**config.mk**
```make
export PLATFORM = sky130hd
export DESIGN_NAME = alu_serial_ctrl
export DESIGN_NICKNAME = d
export VERILOG_FILES = /design/src/rtl/alu_serial_ctrl.sv
export SDC_FILE = /design/constraint.sdc
export NUM_CORES = 1
export LEC_CHECK = 0
export CAP_MARGIN = 20
export CORE_MARGIN = 4
export CORE_UTILIZATION = 45
export CTS_CLUSTER_DIAMETER = 60
export DETAILED_ROUTE_END_ITERATION = 7
export PLACE_DENSITY = 0.76
export SYNTH_ARGS = -nofsm -noshare
export SYNTH_HDL_FRONTEND = slang
export SYNTH_SLANG_ARGS = --single-unit
```
**constraint.sdc**
```tcl
create_clock -name clk -period 2.3 [get_ports clk]
set_clock_uncertainty 0.1 [all_clocks]
set_input_delay 0.345 -clock clk [delete_from_list [all_inputs] [get_ports clk]]
set_output_delay 0.345 -clock clk [all_outputs]
set_load 0.05 [all_outputs]
```
**src/rtl/alu_serial_ctrl.sv**
```systemverilog
// alu_serial_ctrl: bit-serial controller for an external 1-bit ALU slice.
// Operands are latched on an accepted start and walked through the slice
// LSB first, one bit per clock. SLT adds one fix-up cycle that folds the
// sign and overflow into bit 0.
// Optional feature: define ALU_SERIAL_ZERO_FLAG_EN to register a zero flag
// (final result == 0) that updates together with done; otherwise zero is 0.
// Handshake: start is sampled only in IDLE; busy is high while the word is
// being processed; done pulses for one cycle with result/flags valid, and
// result/flags hold until the next accepted start. Other starts are dropped.
module alu_serial_ctrl #(
  parameter int WIDTH = 32
) (
  input  logic             clk,
  input  logic             rst_n,
  input  logic             start,
  input  logic [WIDTH-1:0] a,
  input  logic [WIDTH-1:0] b,
  input  logic             ainvert,
  input  logic             bnegate,
  input  logic [2:0]       op,
  output logic             busy,
  output logic             done,
  output logic [WIDTH-1:0] result,
  output logic             overflow,
  output logic             zero,
  output logic             err,
  output logic             s_a,
  output logic             s_b,
  output logic             s_cin,
  output logic             s_ainvert,
  output logic             s_bnegate,
  output logic             s_less,
  output logic [2:0]       s_op,
  input  logic             s_result,
  input  logic             s_cout,
  output logic [1:0]       dbg_state
);

  typedef enum logic [1:0] {
    IDLE    = 2'd0,
    RUN     = 2'd1,
    SLT_FIX = 2'd2,
    FIN     = 2'd3
  } state_t;

  localparam int IW = $clog2(WIDTH);
  localparam logic [IW-1:0] LAST_BIT = IW'(WIDTH - 1);

  localparam logic [2:0] OP_AND = 3'b000;
  localparam logic [2:0] OP_OR  = 3'b001;
  localparam logic [2:0] OP_ADD = 3'b010;
  localparam logic [2:0] OP_XOR = 3'b011;
  localparam logic [2:0] OP_SLT = 3'b111;

  state_t           state_q, state_d;
  logic [WIDTH-1:0] a_q, a_d, b_q, b_d, result_q, result_d;
  logic [2:0]       op_q, op_d;
  logic             ainv_q, ainv_d, bneg_q, bneg_d;
  logic             carry_q, carry_d;
  logic [IW-1:0]    i_q, i_d;
  logic             busy_q, busy_d, done_q, done_d;
  logic             ovf_q, ovf_d, err_q, err_d;
  logic             accept, op_ok, op_arith;

  assign accept   = (state_q == IDLE) && start;
  assign op_ok    = (op == OP_AND) || (op == OP_OR) || (op == OP_ADD) ||
                    (op == OP_XOR) || (op == OP_SLT);
  assign op_arith = (op_q == OP_ADD) || (op_q == OP_SLT);

  // Next-state and datapath update for the serial walk.
  always_comb begin
    state_d  = state_q;
    a_d      = a_q;
    b_d      = b_q;
    op_d     = op_q;
    ainv_d   = ainv_q;
    bneg_d   = bneg_q;
    carry_d  = carry_q;
    i_d      = i_q;
    result_d = result_q;
    ovf_d    = ovf_q;
    err_d    = err_q;
    case (state_q)
      IDLE: begin
        if (start) begin
          a_d      = a;
          b_d      = b;
          op_d     = op;
          ainv_d   = ainvert;
          bneg_d   = bnegate;
          carry_d  = bnegate;
          i_d      = '0;
          result_d = '0;
          ovf_d    = 1'b0;
          err_d    = 1'b0;
          if (op_ok) begin
            state_d = RUN;
          end else begin
            err_d   = 1'b1;
            state_d = FIN;
          end
        end
      end
      RUN: begin
        result_d[i_q] = s_result;
        carry_d       = s_cout;
        i_d           = i_q + IW'(1);
        if (i_q == LAST_BIT) begin
          // carry_q is the carry into the MSB at this point.
          ovf_d   = op_arith ? (carry_q ^ s_cout) : 1'b0;
          state_d = (op_q == OP_SLT) ? SLT_FIX : FIN;
        end
      end
      SLT_FIX: begin
        result_d = {{(WIDTH-1){1'b0}}, result_q[WIDTH-1] ^ ovf_q};
        state_d  = FIN;
      end
      FIN: begin
        state_d = IDLE;
      end
      default: begin
        state_d = IDLE;
      end
    endcase
    busy_d = (state_d == RUN) || (state_d == SLT_FIX);
    done_d = (state_d == FIN);
  end

  // State and output registers, synchronous active-low reset.
  always_ff @(posedge clk) begin
    if (!rst_n) begin
      state_q  <= IDLE;
      a_q      <= '0;
      b_q      <= '0;
      op_q     <= 3'b000;
      ainv_q   <= 1'b0;
      bneg_q   <= 1'b0;
      carry_q  <= 1'b0;
      i_q      <= '0;
      result_q <= '0;
      ovf_q    <= 1'b0;
      err_q    <= 1'b0;
      busy_q   <= 1'b0;
      done_q   <= 1'b0;
    end else begin
      state_q  <= state_d;
      a_q      <= a_d;
      b_q      <= b_d;
      op_q     <= op_d;
      ainv_q   <= ainv_d;
      bneg_q   <= bneg_d;
      carry_q  <= carry_d;
      i_q      <= i_d;
      result_q <= result_d;
      ovf_q    <= ovf_d;
      err_q    <= err_d;
      busy_q   <= busy_d;
      done_q   <= done_d;
    end
  end

`ifdef ALU_SERIAL_ZERO_FLAG_EN
  logic zero_q, zero_d;

  // Zero flag follows the final result on the edge that raises done.
  always_comb begin
    zero_d = zero_q;
    if (state_d == FIN) begin
      zero_d = (result_d == '0);
    end else if (accept) begin
      zero_d = 1'b0;
    end
  end

  // Zero flag register.
  always_ff @(posedge clk) begin
    if (!rst_n) begin
      zero_q <= 1'b0;
    end else begin
      zero_q <= zero_d;
    end
  end

  assign zero = zero_q;
`else
  assign zero = 1'b0;
`endif

  // Slice drive: active only while walking bits, otherwise all zero.
  always_comb begin
    s_a       = 1'b0;
    s_b       = 1'b0;
    s_cin     = 1'b0;
    s_ainvert = 1'b0;
    s_bnegate = 1'b0;
    s_less    = 1'b0;
    s_op      = 3'b000;
    if (state_q == RUN) begin
      s_a       = a_q[i_q];
      s_b       = b_q[i_q];
      s_cin     = carry_q;
      s_ainvert = ainv_q;
      s_bnegate = bneg_q;
      s_op      = (op_q == OP_SLT) ? OP_ADD : op_q;
    end
  end

  assign busy      = busy_q;
  assign done      = done_q;
  assign result    = result_q;
  assign overflow  = ovf_q;
  assign err       = err_q;
  assign dbg_state = state_q;

endmodule
```
==> flow_metrics.py, run 1 <==
metrics = {
    "routing": {
        "drt_pre_antenna_iters": 5,
        "drtIter0Drc": 446,
        "vias_per_cell": 5.480,
        "wl_per_cell_um": 16.05,
        "antenna_left": 0,
        "wirelength_mm": 15.03,
        "drc": 0,
        "vias": 5129,
    },
    "yosys": {
        "synth_flop_cell": "dfxtp_1",
        "netlist_area_mm2": 0.005223,
        "syn_avg_cell_area_um2": 7.806,
        "ys_async_sr_fraction": 0,
        "synthCells": 669,
        "yosysWarnings": 0,
        "synth-edff-count": 0,
        "yosys.cell_types.count": 48,
        "yosys_register_bits": 113,
        "synth_seq_area_share": 0.4332,
    },
    "placed_design": {
        "gp_congestion": 0.9362,
        "placed_area_mm2": 0.006664,
        "dpl_worst_slack_ns": 0.002836,
        "dp_hpwl_mm": 10.15,
        "portBuffers": 119,
    },
    "floorplanning": {
        "io_pins": 122,
        "rows": 39,
        "die-area_mm2": 0.01339,
        "core-area_mm2": 0.01137,
        "die_w_um": 115.7,
        "die-height_um": 115.7,
        "start_util": 0.4593,
    },
    "worst_setup_path": {
        "r2r-start": "i_q[1]",
        "critPathSlowestCell": "or4_1",
        "crit_path_end_kind": "output port",
        "worst_setup_path_start_kind": "register",
        "worst-path-stages": 7,
        "critPathMaxStageDelay_ns": 0.43,
        "rrSetupSlack_ns": 0.02,
        "r2r_end": "busy",
        "crit_family": "simple AND/OR/NAND/NOR gates",
        "critPathLaunch": "i_q[1]",
        "cp_data_required_time_ns": 1.86,
        "crit_top_cell": "buf_6",
        "cp.arrival_ns": 2.12,
        "critical_path_class": "register to output port",
        "path_max_fanout": 6,
        "crit_buf_inv": 2,
        "r2r_cells": 9,
        "endpoint": "s_b",
        "crit_chain": "buf_6, mux2i_1, o22ai_1, or4_1, o22ai_2, a41oi_2, buf_6",
    },
    "sta": {
        "max_freq_mhz": 389.2,
        "maxSlewViolCount": 0,
        "hold_viol_final": 0,
        "slew_headroom": 0.6441,
        "setup_viol": 2,
        "setup_ws_ns": -0.2691,
        "tightestPinTransition_ns": 0.5322,
        "min_period_over_period": 1.117,
        "rsz0062_at_grt": "true",
        "setup_tns_ns": -0.5342,
        "min_period_ns": 2.569,
    },
    "pwr": {
        "finalPower_w": 0.007616,
        "switchingPower_w": 0.002556,
        "power_frac_clock": 0.375,
        "power_density_mw_per_mm2": 1024,
        "p_int_w": 0.005061,
        "swShare": 0.3356,
        "pwr-share-comb": 0.305,
        "p_seq_frac": 0.320,
        "vdd_ir_drop_max_mv": 0.6075,
        "p_leak_nw": 2.714,
    },
    "clocking": {
        "clockRootBuffer": "clkbuf_16",
        "cts_buffers": 17,
        "postCtsHoldBufs": 0,
        "h-tree-depth": 4,
        "cts_sinks": 113,
        "cts_tree": "yes",
        "cts_max_path_buffers": 2,
        "clk_pin_slew_ns": 0.05,
        "clk_latency_ns": 0.41,
    },
    "global_routing": {
        "overflow": 0,
        "grt_pass1_wl_mm": 23.99,
        "track_usage": 0.2266,
        "grt_max_degree": 65,
        "grt_pass1_vias": 5083,
        "antenna_found_initial": 0,
    },
    "finish": {
        "final_layout_size_suffix_gt1_frac": 0.1375,
        "nets": 864,
        "area_delta_synth_final_pct": 42.48,
        "postLayoutCellArea_mm2": 0.007441,
        "final_util": 0.6545,
        "antenna_cells": 0,
        "fill_cells": 896,
    },
    "min_path": {
        "hp-class": "register to register",
        "min_from": "b_q[18]",
    },
    "status": {
        "status": "complete, but fails checks",
        "violations": "negative setup slack",
    },
    "job": {
        "maxCapViolCount": 0,
    },
}
-- cell usage in the layout, fill, tap and decap left out, drive strengths merged, types with 2 or more instances in the layout --
cell type and instances:
nand2 178, a21oi 137, dfxtp 113, clkdlybuf4s50 111
buf 41, o21ai 37, mux2i 24, clkbuf 17
nand3 13, and2 13, nor2 12, inv 10
o22ai 10, and3 9, ha 9, mux4 5
bufinv 5, clkinv 5, nor3 5, nor2b 4
a32oi 4, nand2b 3, clkinvlp 3, a41oi 3
xor2 2, nor3b 2, a21o 2, a22oi 2
conb 2
-- area by class of cell --
cell class / count / area (µm²) / area share
Timing Repair Buffer: 152 / 1572 / 0.2112
Inverter: 9 / 33.78 / 0.004540
Sequential cell: 113 / 2271 / 0.3052
Multi-Input combinational cell: 488 / 2746 / 0.3691
Clock inverter: 14 / 214.0 / 0.02875
Tap cell: 143 / 178.9 / 0.02405
Clock buffer: 17 / 425.4 / 0.05717
-- cells in the mapped netlist, drive strengths merged, types with 10 or more instances --
cell type | number | area [µm²]
mux2i | 24 | 240.2
clkbuf | 36 | 141.4
and2 | 13 | 81.33
dfxtp | 113 | 2262
nand3 | 13 | 65.06
o22ai | 10 | 62.56
a21oi | 137 | 689.4
buf | 24 | 142.6
nand2 | 178 | 670.7
o21ai | 37 | 185.2
nor2 | 12 | 45.04
-- power groups by stage --
stage	logic, W	registers (W)	clock network [W]
global route	0.00255	0.00247	0.00296
floorplan	0.00140	0.00254	0
finish	0.00232	0.00244	0.00286
global placement	0.00215	0.00246	0
detailed placement	0.00222	0.00247	0
CTS	0.00232	0.00243	0.00287
-- kinds of logic after synthesis --
family                     count (synthesis)  share of synthesized area
AOI/OAI and AO/OA                        199                     0.2034
xor gates and xnor gates                   3                   0.005032
adders and majority gates                  9                    0.02156
buffers and inverters                     69                    0.06085
DFF                                      113                     0.4332
muxes                                     30                    0.07044
other                                      1                  0.0007180
and+or+nand+nor                          245                     0.2048
-- worst min path at each step --
stage,end,slack [ns],depth (start not counted)
floorplan,ainv_q,0.33,2
global placement,ainv_q,0.34,2
detailed placement,a_q[3],0.35,2
CTS,a_q[3],0.35,2
global route,a_q[3],0.37,2
finish,b_q[18],0.35,2
-- worst min-delay path, delay by kind of cell (launching register included) --
kind,cells,cell delay (ns)
compound gates,1,0.05
flops,1,0.30
simple gates,1,0.05
-- timing repair --
item                       in CTS  in global routing
pin swaps                      11                  2
setup endpoints to repair       3                  4
setup buffers                   6                  0
resized for setup              21                  1
-- state kept, by name, summed over array words and instances, names as in the netlist --
| register | flops |
|---|---|
| a_q | 32 |
| ainv_q | 1 |
| b_q | 32 |
| bneg_q | 1 |
| busy | 1 |
| carry_q | 1 |
| dbg_state | 2 |
| done | 1 |
| err | 1 |
| i_q | 5 |
| op_q | 3 |
| overflow | 1 |
| result | 32 |
-- routing by layer --
metal	up-vias	wire length, µm	GRT usage
met5	-	0	0
met4	0	346	0.09513
met3	34	864	0.05379
met2	192	7686	0.3916
met1	2397	6129	0.2707
li1	2506	-	-
-- per-stage QoR --
step                      instances  hold WS, ns
final                           936       0.3528
after global routing            936       0.3732
after CTS                       936       0.3548
after detailed placement        899       0.3477
after global placement          899       0.3407
after floorplan                 670       0.3317
(Power assumes the default switching activity.)
==> run 2: changes to the inputs <==
PLACE_DENSITY = 0.73   (was 0.76)
clock period = 2.4 ns   (was 2.3 ns; I/O delays follow)
==> run 2 against run 1 <==
  * The run still ends with negative setup slack left
  * Core utilization decreased by 0.42 points
  * First-iteration DRC count is 7.8% lower
  * Clock-buffer cell count up 4
==> flow_metrics.py, run 2 (same netlist as run 1, synthesis figures left out) <==
metrics = {
    "floorplanning": {
        "rows": 39,
        "start_util": 0.4593,
        "core-area_mm2": 0.01137,
        "die-area_mm2": 0.01339,
        "die-height_um": 115.7,
        "io_pins": 122,
        "die_w_um": 115.7,
    },
    "finish": {
        "final_layout_size_suffix_gt1_frac": 0.1307,
        "nets": 859,
        "layout_common_cells": "176 x nand2_1, 134 x a21oi_1, 111 x clkdlybuf4s50_1",
        "stdcell_count": 931,
        "area_delta_synth_final_pct": 41.57,
        "fill_cells": 956,
        "layout_commonest_cell": "nand2_1",
        "antenna_cells": 0,
    },
    "sta": {
        "min_period_over_period": 1.068,
        "setup_viol": 3,
        "min_period_ns": 2.563,
        "max_freq_mhz": 390.1,
        "rsz0062_at_grt": "true",
        "setup_ws_ns": -0.1634,
        "hold_viol_final": 0,
        "slew_headroom": 0.6324,
        "tightestPinTransition_ns": 0.5506,
        "maxSlewViolCount": 0,
    },
    "clocking": {
        "clockRootBuffer": "clkbuf_16",
        "postCtsHoldBufs": 0,
        "cts_sinks": 113,
        "cts_max_path_buffers": 2,
        "h-tree-depth": 4,
        "cts_tree": "yes",
        "cts_buffers": 17,
        "clk_latency_ns": 0.41,
        "clk_pin_slew_ns": 0.05,
    },
    "pwr": {
        "vdd_ir_drop_max_mv": 0.6404,
        "power_density_mw_per_mm2": 939.4,
        "p_leak_nw": 2.662,
    },
    "worst_setup_path": {
        "r2r_cells": 11,
        "worst_setup_path_start_kind": "register",
        "cp.arrival_ns": 2.10,
        "cp_data_required_time_ns": 1.94,
        "path_max_fanout": 6,
        "critical_path_class": "register to output port",
        "crit_path_end_kind": "output port",
    },
    "status": {
        "violations": "negative setup slack",
        "status": "complete, but fails checks",
    },
    "routing": {
        "wirelength_mm": 14.67,
        "vias": 5082,
        "wl_per_cell_um": 15.76,
        "vias_per_cell": 5.459,
        "drt_pre_antenna_iters": 5,
        "drtIter0Drc": 411,
        "antenna_left": 0,
        "drc": 0,
    },
    "global_routing": {
        "grtUsageMet1": 0.2558,
        "antenna_found_initial": 0,
        "grt.busiest_layer": "met2",
        "grt_pass1_vias": 5105,
        "overflow": 0,
        "grt_util_met3": 0.05274,
        "grt_pass1_wl_mm": 23.50,
        "track_usage": 0.2187,
        "grt_max_degree": 65,
        "grt_use_met2": 0.3746,
    },
    "placed_design": {
        "dpl_worst_slack_ns": 0.04825,
        "dp_hpwl_mm": 10.17,
        "placed_cells": 892,
        "portBuffers": 119,
        "gp_congestion": 0.8899,
    },
    "job": {
        "maxCapViolCount": 0,
    },
    "min_path": {
        "hp-class": "register to register",
        "holdPathStages": 2,
    },
}
-- run 2: what timing repair did --
action / CTS / global route
pin swaps: 1 / 8
buffers inserted: 3 / 5
resized for setup: 12 / 22
setup endpoints to repair: 2 / 4
-- run 2: report_power, final --
group	internal, W	switching, W
Combinational	0.000856	0.00135
Sequential	0.00215	0.000187
Clock	0.00157	0.000839
Total	0.00457	0.00237
-- run 2: cell type report --
type | count | area (µm²) | area share
multi-input cells | 488 | 2780 | 0.3760
flip-flops and latches | 113 | 2275 | 0.3077
repair buffers | 147 | 1554 | 0.2102
clock buffers | 21 | 460.4 | 0.06228
well taps | 143 | 178.9 | 0.02420
clock inverters | 10 | 111.4 | 0.01506
inverters | 9 | 33.78 | 0.004569
-- run 2: final timing paths --
path / endpoint / slack [ns] / startpoint
worst max-delay path: s_b / -0.16 / i_q[1]
worst min-delay path: b_q[1] / 0.35 / b_q[1]
worst max register to register: busy / -0.01 / i_q[1]
worst min register to register: b_q[1] / 0.35 / b_q[1]
-- run 2: stage by stage --
| stage | cell area [µm²] | hold WS [ns] | power [W] | util | setup TNS, ns |
|---|---|---|---|---|---|
| after floorplan | 5241 | 0.3317 | 0.003755 | - | -0.3934 |
| after global placement | 6613 | 0.3418 | 0.004379 | 0.5816 | 0 |
| after detailed placement | 6613 | 0.3473 | 0.004442 | 0.5816 | 0 |
| after CTS | 7257 | 0.3544 | 0.006889 | 0.6383 | -0.2824 |
| after global routing | 7393 | 0.3709 | 0.007315 | 0.6503 | -0.5226 |
| final | 7393 | 0.3536 | 0.006945 | 0.6503 | -0.3061 |
-- run 2: routing by layer --
| layer | vias up | share of wire |
|---|---|---|
| met2 | 192 | 0.51 |
| met3 | 39 | 0.060 |
| met4 | 0 | 0.029 |
| li1 | 2492 | - |
| met1 | 2359 | 0.40 |
| met5 | - | 0 |
-- run 2: critical path, cell delays in order (launching register included) --
cell and delay [ns]:
dfxtp_4 0.41, buf_6 0.15, mux2i_1 0.20, o22ai_1 0.08, or4_1 0.41, o22ai_2 0.12, a41oi_2 0.14, buf_6 0.18
==> run 3: changes to the inputs <==
CORE_MARGIN = 2   (was 4)
==> run 3 against run 2 <==
  * The run still ends with negative setup slack left
  * Combinational power is essentially flat
  * Hold slack lost 0.00051 ns
  * Sequential power is essentially flat
  * Clock power grew 12%
  * Core utilization grew 0.44 points
  * Total power grew 4.1%
  * Critical endpoint unchanged
  * Largest power group unchanged
==> flow_metrics.py, run 3 (same netlist as run 1, synthesis figures left out) <==
metrics = {
    "placed_design": {
        "gp_congestion": 0.8582,
        "portBuffers": 119,
        "placed_cells": 896,
        "placed_area_mm2": 0.006618,
        "dp_hpwl_mm": 9.713,
    },
    "global_routing": {
        "grt_pass1_vias": 4885,
        "grt_max_degree": 77,
        "grt_pass1_wl_mm": 23.14,
        "overflow": 0,
        "antenna_found_initial": 0,
        "track_usage": 0.2249,
    },
    "routing": {
        "drc": 0,
        "vias_per_cell": 5.439,
        "antenna_left": 0,
        "drtIter0Drc": 348,
        "wl_per_cell_um": 15.27,
        "wirelength_mm": 14.25,
        "drt_pre_antenna_iters": 5,
        "vias": 5075,
    },
    "worst_setup_path": {
        "crit_chain": "buf_12, mux2i_1, nor2_1, or4_1, o22ai_2, a41oi_2, buf_6",
        "cp_data_required_time_ns": 1.94,
        "path_max_fanout": 4,
        "critPathMaxStageDelay_ns": 0.53,
        "cp.arrival_ns": 2.10,
        "critical_path_class": "register to output port",
        "critPathSlowestCell": "or4_1",
        "worst_setup_path_start_kind": "register",
        "crit_path_end_kind": "output port",
    },
    "sta": {
        "maxSlewViolCount": 0,
        "slew_headroom": 0.6520,
        "max_freq_mhz": 390.8,
        "setup_viol": 2,
        "rsz0062_at_grt": "true",
        "tightestPinTransition_ns": 0.5191,
        "min_period_over_period": 1.066,
        "min_period_ns": 2.559,
        "setup_ws_ns": -0.1589,
        "hold_viol_final": 0,
        "whs_ns": 0.3531,
    },
    "finish": {
        "final_layout_size_suffix_gt1_frac": 0.1253,
        "stdcell_count": 933,
        "area_delta_synth_final_pct": 42.53,
        "layout_commonest_cell": "nand2_1",
        "postLayoutCellArea_mm2": 0.007443,
        "nets": 860,
        "antenna_cells": 0,
        "layout_common_cells": "176 x nand2_1, 134 x a21oi_1, 111 x clkdlybuf4s50_1",
    },
    "clocking": {
        "cts_max_path_buffers": 2,
        "cts_tree": "yes",
        "h-tree-depth": 4,
        "clockRootBuffer": "clkbuf_16",
        "clk_latency_ns": 0.41,
        "cts_buffers": 17,
        "clk_pin_slew_ns": 0.05,
        "cts_sinks": 113,
    },
    "min_path": {
        "hp-class": "register to register",
    },
    "status": {
        "status": "complete, but fails checks",
        "violations": "negative setup slack",
    },
    "floorplanning": {
        "core-area_mm2": 0.01137,
        "die-area_mm2": 0.01248,
        "start_util": 0.4593,
        "die_w_um": 111.7,
        "die-height_um": 111.7,
        "io_pins": 122,
        "rows": 39,
    },
    "pwr": {
        "power_density_mw_per_mm2": 971.6,
        "p_int_w": 0.004806,
        "power_frac_clock": 0.373,
        "pwr-share-comb": 0.304,
        "switchingPower_w": 0.002426,
        "swShare": 0.3355,
        "p_seq_frac": 0.323,
        "p_leak_nw": 2.694,
        "finalPower_w": 0.007232,
        "vdd_ir_drop_max_mv": 0.5522,
    },
    "job": {
        "maxCapViolCount": 0,
    },
}
-- run 3: worst max-delay path: cells and delay by family (launching register included) --
family          cells  cell delay (ns)
compound gates      2             0.27
buf+inv             2             0.29
flops               1             0.36
mux                 1             0.19
simple gates        2             0.58
-- run 3: metrics by stage --
stage	util	setup TNS [ns]	setup WS (ns)
finish	0.6547	-0.2540	-0.1589
global route	0.6547	-0.4489	-0.1966
CTS	0.6501	-0.1803	-0.1203
detailed placement	0.5820	0	0.08190
global placement	0.5820	0	0.1235
floorplan	-	-0.3934	-0.1783
-- run 3: timing repair --
item                       in CTS  in global routing
gates cloned                    0                  1
pin swaps                       3                  4
resized for setup              24                  4
setup endpoints to repair       2                  4
hold buffers                    0                  0
buffers inserted                4                  0
-- run 3: path summary, 6_finish.rpt --
kind	endpoint	slack (ns)	startpoint	cells past startpoint
min reg2reg	b_q[2]	0.35	b_q[2]	2
max reg2reg	busy	0	i_q[1]	10
min	b_q[2]	0.35	b_q[2]	2
max	s_b	-0.16	i_q[1]	7
-- run 3: final cells by class --
cell class,count,area [µm²]
Inverter,9,33.78
Clock buffer,20,456.7
Fill cell,941,3926
Sequential cell,113,2275
Timing Repair Buffer,148,1568
Clock inverter,12,180.2
Tap cell,143,178.9
Multi-Input combinational cell,488,2751
-- run 3: layer usage --
layer / wire, µm / track usage
met2: 7151 / 0.3915
met5: 0 / 0
met3: 755 / 0.04790
met1: 6094 / 0.2791
met4: 248 / 0.06996
-- run 3: power groups by stage --
stage               clock network (W)  logic (W)  registers [W]
floorplan                           0    0.00133        0.00243
detailed placement                  0    0.00208        0.00237
CTS                           0.00271    0.00217        0.00234
finish                        0.00270    0.00219        0.00234
global placement                    0    0.00204        0.00237
global route                  0.00280    0.00241        0.00236
